==> src/rtl/ss_write_range.sv <==
// ss_write_range: writes a stream of samples into a contiguous, possibly
// wrapping, RAM address range [si..ei]. Samples arrive on a valid/ready
// handshake; every accepted sample becomes one RAM write strobe one cycle
// later. The range ends with a FLUSH cycle (final strobe) and a DONE cycle
// (o_done pulse). Optional feature: define SS_WR_SUM_EN to add the o_sum
// port, a running sum of the written samples.
module ss_write_range #(
  parameter int DATA_WIDTH = 8,
  parameter int ADDR_WIDTH = 6
) (
  input  logic                    i_clk,
  input  logic                    i_rst,
  input  logic                    i_start,
  input  logic                    i_abort,
  input  logic [ADDR_WIDTH-1:0]   i_addr_si,
  input  logic [ADDR_WIDTH-1:0]   i_addr_ei,
  input  logic [DATA_WIDTH-1:0]   i_data,
  input  logic                    i_valid,
  output logic                    o_ready,
  output logic                    o_we_ram,
  output logic [ADDR_WIDTH-1:0]   o_addr_ram,
  output logic [DATA_WIDTH-1:0]   o_data_ram,
  output logic                    o_busy,
  output logic                    o_done,
  output logic [ADDR_WIDTH:0]     o_count
`ifdef SS_WR_SUM_EN
  ,
  output logic [DATA_WIDTH+ADDR_WIDTH-1:0] o_sum
`endif
);

  typedef enum logic [1:0] {
    IDLE  = 2'd0,
    WRITE = 2'd1,
    FLUSH = 2'd2,
    DONE  = 2'd3
  } state_t;

  state_t                  state_reg;
  logic                    ready_reg;
  logic                    busy_reg;
  logic                    done_reg;
  logic                    we_reg;
  logic [ADDR_WIDTH-1:0]   addr_ram_reg;
  logic [DATA_WIDTH-1:0]   data_ram_reg;
  logic [ADDR_WIDTH-1:0]   addr_reg;   // address the next accepted sample goes to
  logic [ADDR_WIDTH-1:0]   ei_reg;     // last address of the range (inclusive)
  logic [ADDR_WIDTH:0]     count_reg;

  logic accept;
  logic last_sample;

  // ready is only ever high in WRITE, so accepts can only happen there
  assign accept = i_valid && ready_reg;

  // Addresses advance by one from si, so the first time the write address
  // reaches ei is exactly sample L. This also covers the full-range case
  // (ei == si-1), where ei is reached only after every address was written.
  assign last_sample = (addr_reg == ei_reg);

`ifdef SS_WR_SUM_EN
  logic [DATA_WIDTH+ADDR_WIDTH-1:0] sum_reg;

  // Running sum of accepted samples; cleared on start, frozen otherwise
  always_ff @(posedge i_clk) begin
    if (i_rst) begin
      sum_reg <= '0;
    end else if (state_reg == IDLE && i_start && !i_abort) begin
      sum_reg <= '0;
    end else if (accept) begin
      sum_reg <= sum_reg + (DATA_WIDTH+ADDR_WIDTH)'(i_data);
    end
  end

  assign o_sum = sum_reg;
`endif

  // Control FSM with registered handshake, status and RAM write outputs
  always_ff @(posedge i_clk) begin
    if (i_rst) begin
      state_reg    <= IDLE;
      ready_reg    <= 1'b0;
      busy_reg     <= 1'b0;
      done_reg     <= 1'b0;
      we_reg       <= 1'b0;
      addr_ram_reg <= '0;
      data_ram_reg <= '0;
      addr_reg     <= '0;
      ei_reg       <= '0;
      count_reg    <= '0;
    end else begin
      // Write path: an accepted sample is written one cycle later. This runs
      // regardless of i_abort so a sample taken in the abort cycle still lands.
      we_reg   <= accept;
      done_reg <= 1'b0;
      if (accept) begin
        addr_ram_reg <= addr_reg;
        data_ram_reg <= i_data;
        addr_reg     <= addr_reg + 1'b1;
        count_reg    <= count_reg + 1'b1;
      end

      case (state_reg)
        IDLE: begin
          // abort wins over start when both arrive together
          if (i_start && !i_abort) begin
            addr_reg  <= i_addr_si;
            ei_reg    <= i_addr_ei;
            count_reg <= '0;
            state_reg <= WRITE;
            ready_reg <= 1'b1;
            busy_reg  <= 1'b1;
          end
        end
        WRITE: begin
          if (i_abort) begin
            state_reg <= IDLE;
            ready_reg <= 1'b0;
            busy_reg  <= 1'b0;
          end else if (accept && last_sample) begin
            state_reg <= FLUSH;
            ready_reg <= 1'b0;
          end
        end
        FLUSH: begin
          // final strobe is on the RAM port during this cycle
          if (i_abort) begin
            state_reg <= IDLE;
            busy_reg  <= 1'b0;
          end else begin
            state_reg <= DONE;
            done_reg  <= 1'b1;
          end
        end
        DONE: begin
          // abort is deliberately ignored here: the range already completed
          state_reg <= IDLE;
          busy_reg  <= 1'b0;
        end
        default: begin
          state_reg <= IDLE;
          ready_reg <= 1'b0;
          busy_reg  <= 1'b0;
        end
      endcase
    end
  end

  assign o_ready    = ready_reg;
  assign o_busy     = busy_reg;
  assign o_done     = done_reg;
  assign o_we_ram   = we_reg;
  assign o_addr_ram = addr_ram_reg;
  assign o_data_ram = data_ram_reg;
  assign o_count    = count_reg;

endmodule

==> config.mk <==
export PLATFORM = sky130hd
export DESIGN_NAME = ss_write_range
export DESIGN_NICKNAME = d
export VERILOG_FILES = /design/src/rtl/ss_write_range.sv
export SDC_FILE = /design/constraint.sdc
export NUM_CORES = 1
export LEC_CHECK = 0
export CAP_MARGIN = 20
export CELL_PAD_IN_SITES_DETAIL_PLACEMENT = 1
export CELL_PAD_IN_SITES_GLOBAL_PLACEMENT = 1
export CORE_UTILIZATION = 35
export DETAILED_ROUTE_END_ITERATION = 12
export DONT_BUFFER_PORTS = 1
export PLACE_DENSITY_LB_ADDON = 0.1
export SLEW_MARGIN = 15
export SYNTH_ARGS = -nofsm -noshare
export SYNTH_HDL_FRONTEND = slang
export SYNTH_SLANG_ARGS = --single-unit
==> constraint.sdc <==
create_clock -name i_clk -period 4.08 [get_ports i_clk]
set_input_delay 0.816 -clock i_clk [delete_from_list [all_inputs] [get_ports i_clk]]
set_output_delay 0.816 -clock i_clk [all_outputs]
set_load 0.02 [all_outputs]
=== After elaboration in Yosys (flattened, before gate mapping) ===
Index checks and enable logic that the tools add are counted.

* Register bits after elaboration: 39
* Logic and storage cells: 50
* Bits of input ports: 25

* Bitwise operators: 1
* Mux-type cells: 18
* Reductions and logical operators: 12
* Add/subtract/negate cells: 2
* Equality and inequality tests: 7

{| class="wikitable"
|+ Operators by type and width
! operator !! number
|-
| 7-bit 2-to-1 mux || 3
|-
| 6-bit 2-to-1 mux || 3
|-
| 2-bit 2-to-1 mux || 4
|-
| 2-bit one-hot mux with 4 select lines || 1
|-
| 7-bit by 1-bit adder with 7-bit output, second input constant || 1
|-
| 6-bit by 1-bit adder with 6-bit output, second input constant || 1
|-
| 6-bit == test || 1
|-
| 2-bit AND reduction || 3
|-
| 1-bit 2-to-1 mux || 5
|-
| 2-bit == test, second input constant || 2
|-
| 2-bit OR reduction || 2
|-
| 1-bit logical AND || 3
|-
| 3-bit inequality test, second input constant || 1
|-
| 1-bit one-hot mux with 3 select lines || 1
|-
| 3-bit AND reduction || 1
|-
| 2-bit by 1-bit == test with 1-bit output, second input constant || 1
|-
| 2-bit zero test || 1
|-
| 2-bit by 1-bit inequality test with 1-bit output, second input constant || 1
|-
| 2-bit inequality test, second input constant || 1
|-
| 1-bit one-hot mux with 2 select lines || 1
|-
| 2-bit nonzero test || 1
|-
| 1-bit zero test || 1
|-
| 1-bit NOT || 1
|}

=== Logic depth before layout (Yosys ltp) ===
* Depth in word-level cells: 5
* Gate-level depth with buffers: 6

=== Worst setup path before layout ===
OpenSTA, ideal clock, no wires.

* Kind: input port to flip-flop
* Start point: input port i_valid
* End point: register state_reg[0]
* Stages on the path: 5
* Arrival time: 1.908 ns
* Path buffers: 0
* Slack: 2.051 ns
* Library setup time: 0.121 ns
* Required time: 3.959 ns
* Path through: nand2_2 > nor4_1 > a41oi_1 > a21oi_1 > mux2_2

* Word-level cells in the longest chain between the ends: 4

{| class="wikitable"
|+ Ends and longest elaborated chain
! element !! RTL line !! RTL
|-
| start: declaration || 18 || <nowiki>input logic i_valid,</nowiki>
|-
| 1-bit logical AND || 54 || <nowiki>assign accept = i_valid && ready_reg;</nowiki>
|-
| 1-bit logical AND || 120 || <nowiki>end else if (accept && last_sample) begin</nowiki>
|-
| 3-bit inequality test (no source line) || -- ||
|-
| 2-bit AND reduction (no source line) || -- ||
|-
| end signal: assignment || 117 || <nowiki>state_reg <= IDLE;</nowiki>
|-
| end signal: assignment || 121 || <nowiki>state_reg <= FLUSH;</nowiki>
|-
| end signal: assignment || 128 || <nowiki>state_reg <= IDLE;</nowiki>
|-
| end: declaration || 39 || <nowiki>state_t state_reg;</nowiki>
|}

Every way passes these cells.
A chain may end at the register's enable or synchronous reset.

=== Final worst setup path ===
* Start point: register ready_reg (netlist: o_ready)
* End point: register state_reg[0]

* Word-level cells in the longest chain between the ends: 4

{| class="wikitable"
|+ Ends and longest elaborated chain
! element !! RTL line !! RTL
|-
| start: declaration || 40 || <nowiki>logic ready_reg;</nowiki>
|-
| start signal: assignment || 82 || <nowiki>ready_reg <= 1'b0;</nowiki>
|-
| start signal: assignment || 111 || <nowiki>ready_reg <= 1'b1;</nowiki>
|-
| start signal: assignment || 118 || <nowiki>ready_reg <= 1'b0;</nowiki>
|-
| 1-bit logical AND || 54 ||
|-
| 1-bit logical AND || 120 ||
|-
| 3-bit inequality test (no source line) || -- ||
|-
| 2-bit AND reduction (no source line) || -- ||
|}

Every way passes these cells.

==> out/qor.csv <==
stage,metric,value,unit
die,row count,24,
placed_design,HPWL after DPL,2720,µm
sta,Max Fclk,462,MHz
detailed_routing,DR iter-0 viols,41,
power,Pwr Density,484,nW/µm²
sta,Slew HR,40.9,%
yosys,fraction of registers with async set/reset,0,%
yosys,Synth Area in Compound Gates,11.7,%
yosys,"top cells by count, synth","dfxtp_1 (39), nand2_1 (36), nor2_1 (23)",
die,DIE HEIGHT,70.4,µm
die,DIE WIDTH,70.4,µm
placed_design,GPL Wtd Cong,0.719,
critical_path,CP Data Arrival Time,2.35,ns
hold_path,HP Class,flip-flop to flip-flop,
yosys,"Top FF cell, synth",dfxtp_1,
yosys,most frequent cell after synthesis,dfxtp_1,
layout,final net count,217,
layout,antenna cells,0,
yosys,sequential area share after synthesis,47.6,%
critical_path,CP Launch Point,o_ready,
critical_path,Critical Path Sink Type,flip-flop,
critical_path,R2R Path End,state_reg[0],
sta,Final Critical Period,2.16,ns
die,initial cell density of the core,37.1,%
sta,"Hold Vio Cnt, Final",0,
yosys,post-synthesis mux area share,4.96,%
layout,share of layout cells above drive strength 1,5.35,%
sta,clock skew,0.00782,ns
cts,CTS max path bufs,2,
yosys,Mapped Area,1640,µm²
critical_path,CP max stage delay,0.50,ns
critical_path,flop2flop setup slack,1.92,ns
yosys,top post-synthesis cells by area,"dfxtp_1 (48%), nand2_1 (8.2%), a21oi_1 (5.8%), xor2_1 (5.3%), nor2_1 (5.3%)",
cts,Sink Count,39,
sta,"Slew Viols, Final",0,
detailed_routing,Post-Route WL,3760,µm
critical_path,reg2reg start,o_ready,
sta,final setup TNS,0,ns
global_routing,vias in the first global route,1288,
critical_path,CP Capture Point,state_reg[0],
sta,final setup fails,0,
yosys,Seq cells post-synth,39,
cts,H-tree Lvls,2,
yosys,largest family of logic cells by synthesized area,simple AND/OR/NAND/NOR gates,
cts,total CTS buffers,5,
yosys,share of the synthesized area in the top cell type,47.6,%
global_routing,first-pass GRT wire length,6240,µm
detailed_routing,post-route DRC violation count,0,
yosys,XOR/XNOR Fraction of Synth Area,9.08,%
critical_path,CP max-delay cell,dfxtp_1,
critical_path,Reg2Reg Depth,5,
run,Max-cap violations,0,
sta,RSZ-0062 raised after global routing,false,
detailed_routing,Antenna Nets Post-Route,0,
cts,TritonCTS clock tree,done,
yosys,cell taking the most area after synthesis,dfxtp_1,
yosys,Simple-Gate Fraction of Synth Area,18.6,%
detailed_routing,WL/cell,15.7,µm
yosys,Post-synth EDFFs,0,
yosys,Post-Syn Instances,187,
run_status,outcome,"finished, final reports clean",
detailed_routing,vias per std cell,5.26,
power,Peak VDD IR,212,µV
global_routing,largest net degree at the start of global routing,36,
critical_path,crit-path cells,nand2_2 -> nor4_1 -> a41oi_1 -> a21oi_1 -> mux2_2,
die,die area,4960,µm²
die,# IOs,50,
cts,clock-pin slew on the worst setup and hold paths,0.07,ns
placed_design,PortBufs,0,
placed_design,Post-DP Area,1670,µm²
yosys,Synthesized Nets,218,
yosys,syn_area_per_cell,8.77,µm²
yosys,synth warn,0,
power,P_leak,0.679,nW
layout,Largest register FFs,8,
detailed_routing,Vias,1257,
layout,area grow syn2layout,8.24,%
yosys,adder-cell share of the synthesized area,4.58,%
cts,post-CTS setup buffers,0,
global_routing,GRT Total Usage,16.4,%
cts,# resized after CTS,0,
cts,clk root buf,clkbuf_8,
global_routing,grt total ovfl,0,
layout,finished layout cell area,1770,µm²
sta,period utilization,53.0,%
cts,clock latency on the worst-skew pair,0.29,ns
critical_path,Worst EP required,4.26,ns
cts,"Hold-fix buffers, CTS",0,
sta,Worst-Margin Slew,0.884,ns
global_routing,initial antenna violation count,0,
yosys,synth unique cells,29,
critical_path,Crit Path Class,flip-flop to flip-flop,
critical_path,crit-path max FO,18,
critical_path,crit start category,flip-flop,
detailed_routing,total iterations of the first detailed-routing run,4,
die,Core Area,4410,µm²
## stage by stage
| stage | setup WS (ns) | cells | power, mW | utilization, % | hold slack (ns) |
|---|---|---|---|---|---|
| floorplan | 2.05 | 187 | 0.559 | - | 0.467 |
| global placement | 1.73 | 231 | 0.576 | 37.9 | 0.504 |
| detailed placement | 1.64 | 231 | 0.586 | 37.9 | 0.502 |
| CTS | 1.88 | 239 | 0.876 | 40.2 | 0.517 |
| global route | 1.74 | 239 | 0.911 | 40.2 | 0.555 |
| finish | 1.92 | 239 | 0.858 | 40.2 | 0.516 |
## power breakdown
part	switching, mW	leakage, nW	total, mW	internal (mW)
sequential	0.0418	0.317	0.450	0.409
clock	0.130	0.0515	0.284	0.154
combinational	0.0700	0.311	0.124	0.0538
total	0.242	0.679	0.858	0.617
## worst max-delay path: cells and delay by family (launching register included)
family             cells  cell delay [ns]
muxes                  1             0.36
and+or+nand+nor        2             0.69
DFF                    1             0.50
AOI/OAI and AO/OA      2             0.51
## layout by cell type (no fill, tap or decap), drive strengths merged
cell type | Yosys | routed
and3 | 1 | 1
o21ai | 1 | 1
nor3b | 1 | 1
mux2i | 7 | 7
xnor2 | 7 | 7
dfxtp | 39 | 39
a21boi | 1 | 1
and2 | 1 | 1
o31ai | 1 | 1
xor2 | 10 | 10
nand2b | 1 | 1
mux2 | 1 | 1
nor2 | 23 | 23
and4 | 2 | 2
clkbuf | 6 | 8
nand4 | 2 | 2
nor4 | 1 | 1
a311oi | 1 | 1
o311a | 1 | 1
nand3 | 3 | 3
a2111o | 1 | 1
a41oi | 1 | 1
buf | 3 | 1
ha | 6 | 6
nand2 | 37 | 37
inv | 5 | 5
a211oi | 5 | 5
a21oi | 19 | 19
## area by class of cell
cell class | count | area, µm²
clock buffer | 8 | 100
fill | 522 | 2640
inverter | 5 | 18.8
multi-input combinational | 134 | 802
sequential | 39 | 781
tap | 52 | 65.1
timing repair buffer | 1 | 7.51
## cells by family (layout without fill, tap and decap cells)
logic type,count (synthesis),count (layout)
and+or+nand+nor,72,72
DFF,39,39
AOI/OAI and AO/OA,31,31
xor gates and xnor gates,17,17
buffers and inverters,14,14
muxes,8,8
adders and majority gates,6,6
## routing by layer
metal | vias to the layer above | global-route usage, % | part of all wire (%)
li1 | 618 | - | -
met5 | - | 0 | 0
met4 | 0 | 6.00 | 1.4
met3 | 6 | 5.77 | 6.3
met2 | 30 | 28.6 | 50
met1 | 603 | 18.1 | 42
## worst min path at each step
stage | from | endpoint | slack [ns] | depth (start not counted)
after CTS | addr_reg[5] | o_addr_ram[5] | 0.52 | 2
after global routing | addr_reg[5] | o_addr_ram[5] | 0.56 | 2
after floorplan | addr_reg[5] | o_addr_ram[5] | 0.47 | 2
after global placement | ei_reg[1] | ei_reg[1] | 0.50 | 2
after detailed placement | addr_reg[5] | o_addr_ram[5] | 0.50 | 2
final | addr_reg[5] | o_addr_ram[5] | 0.52 | 2
Note: power is estimated with default switching activity, not from simulation.
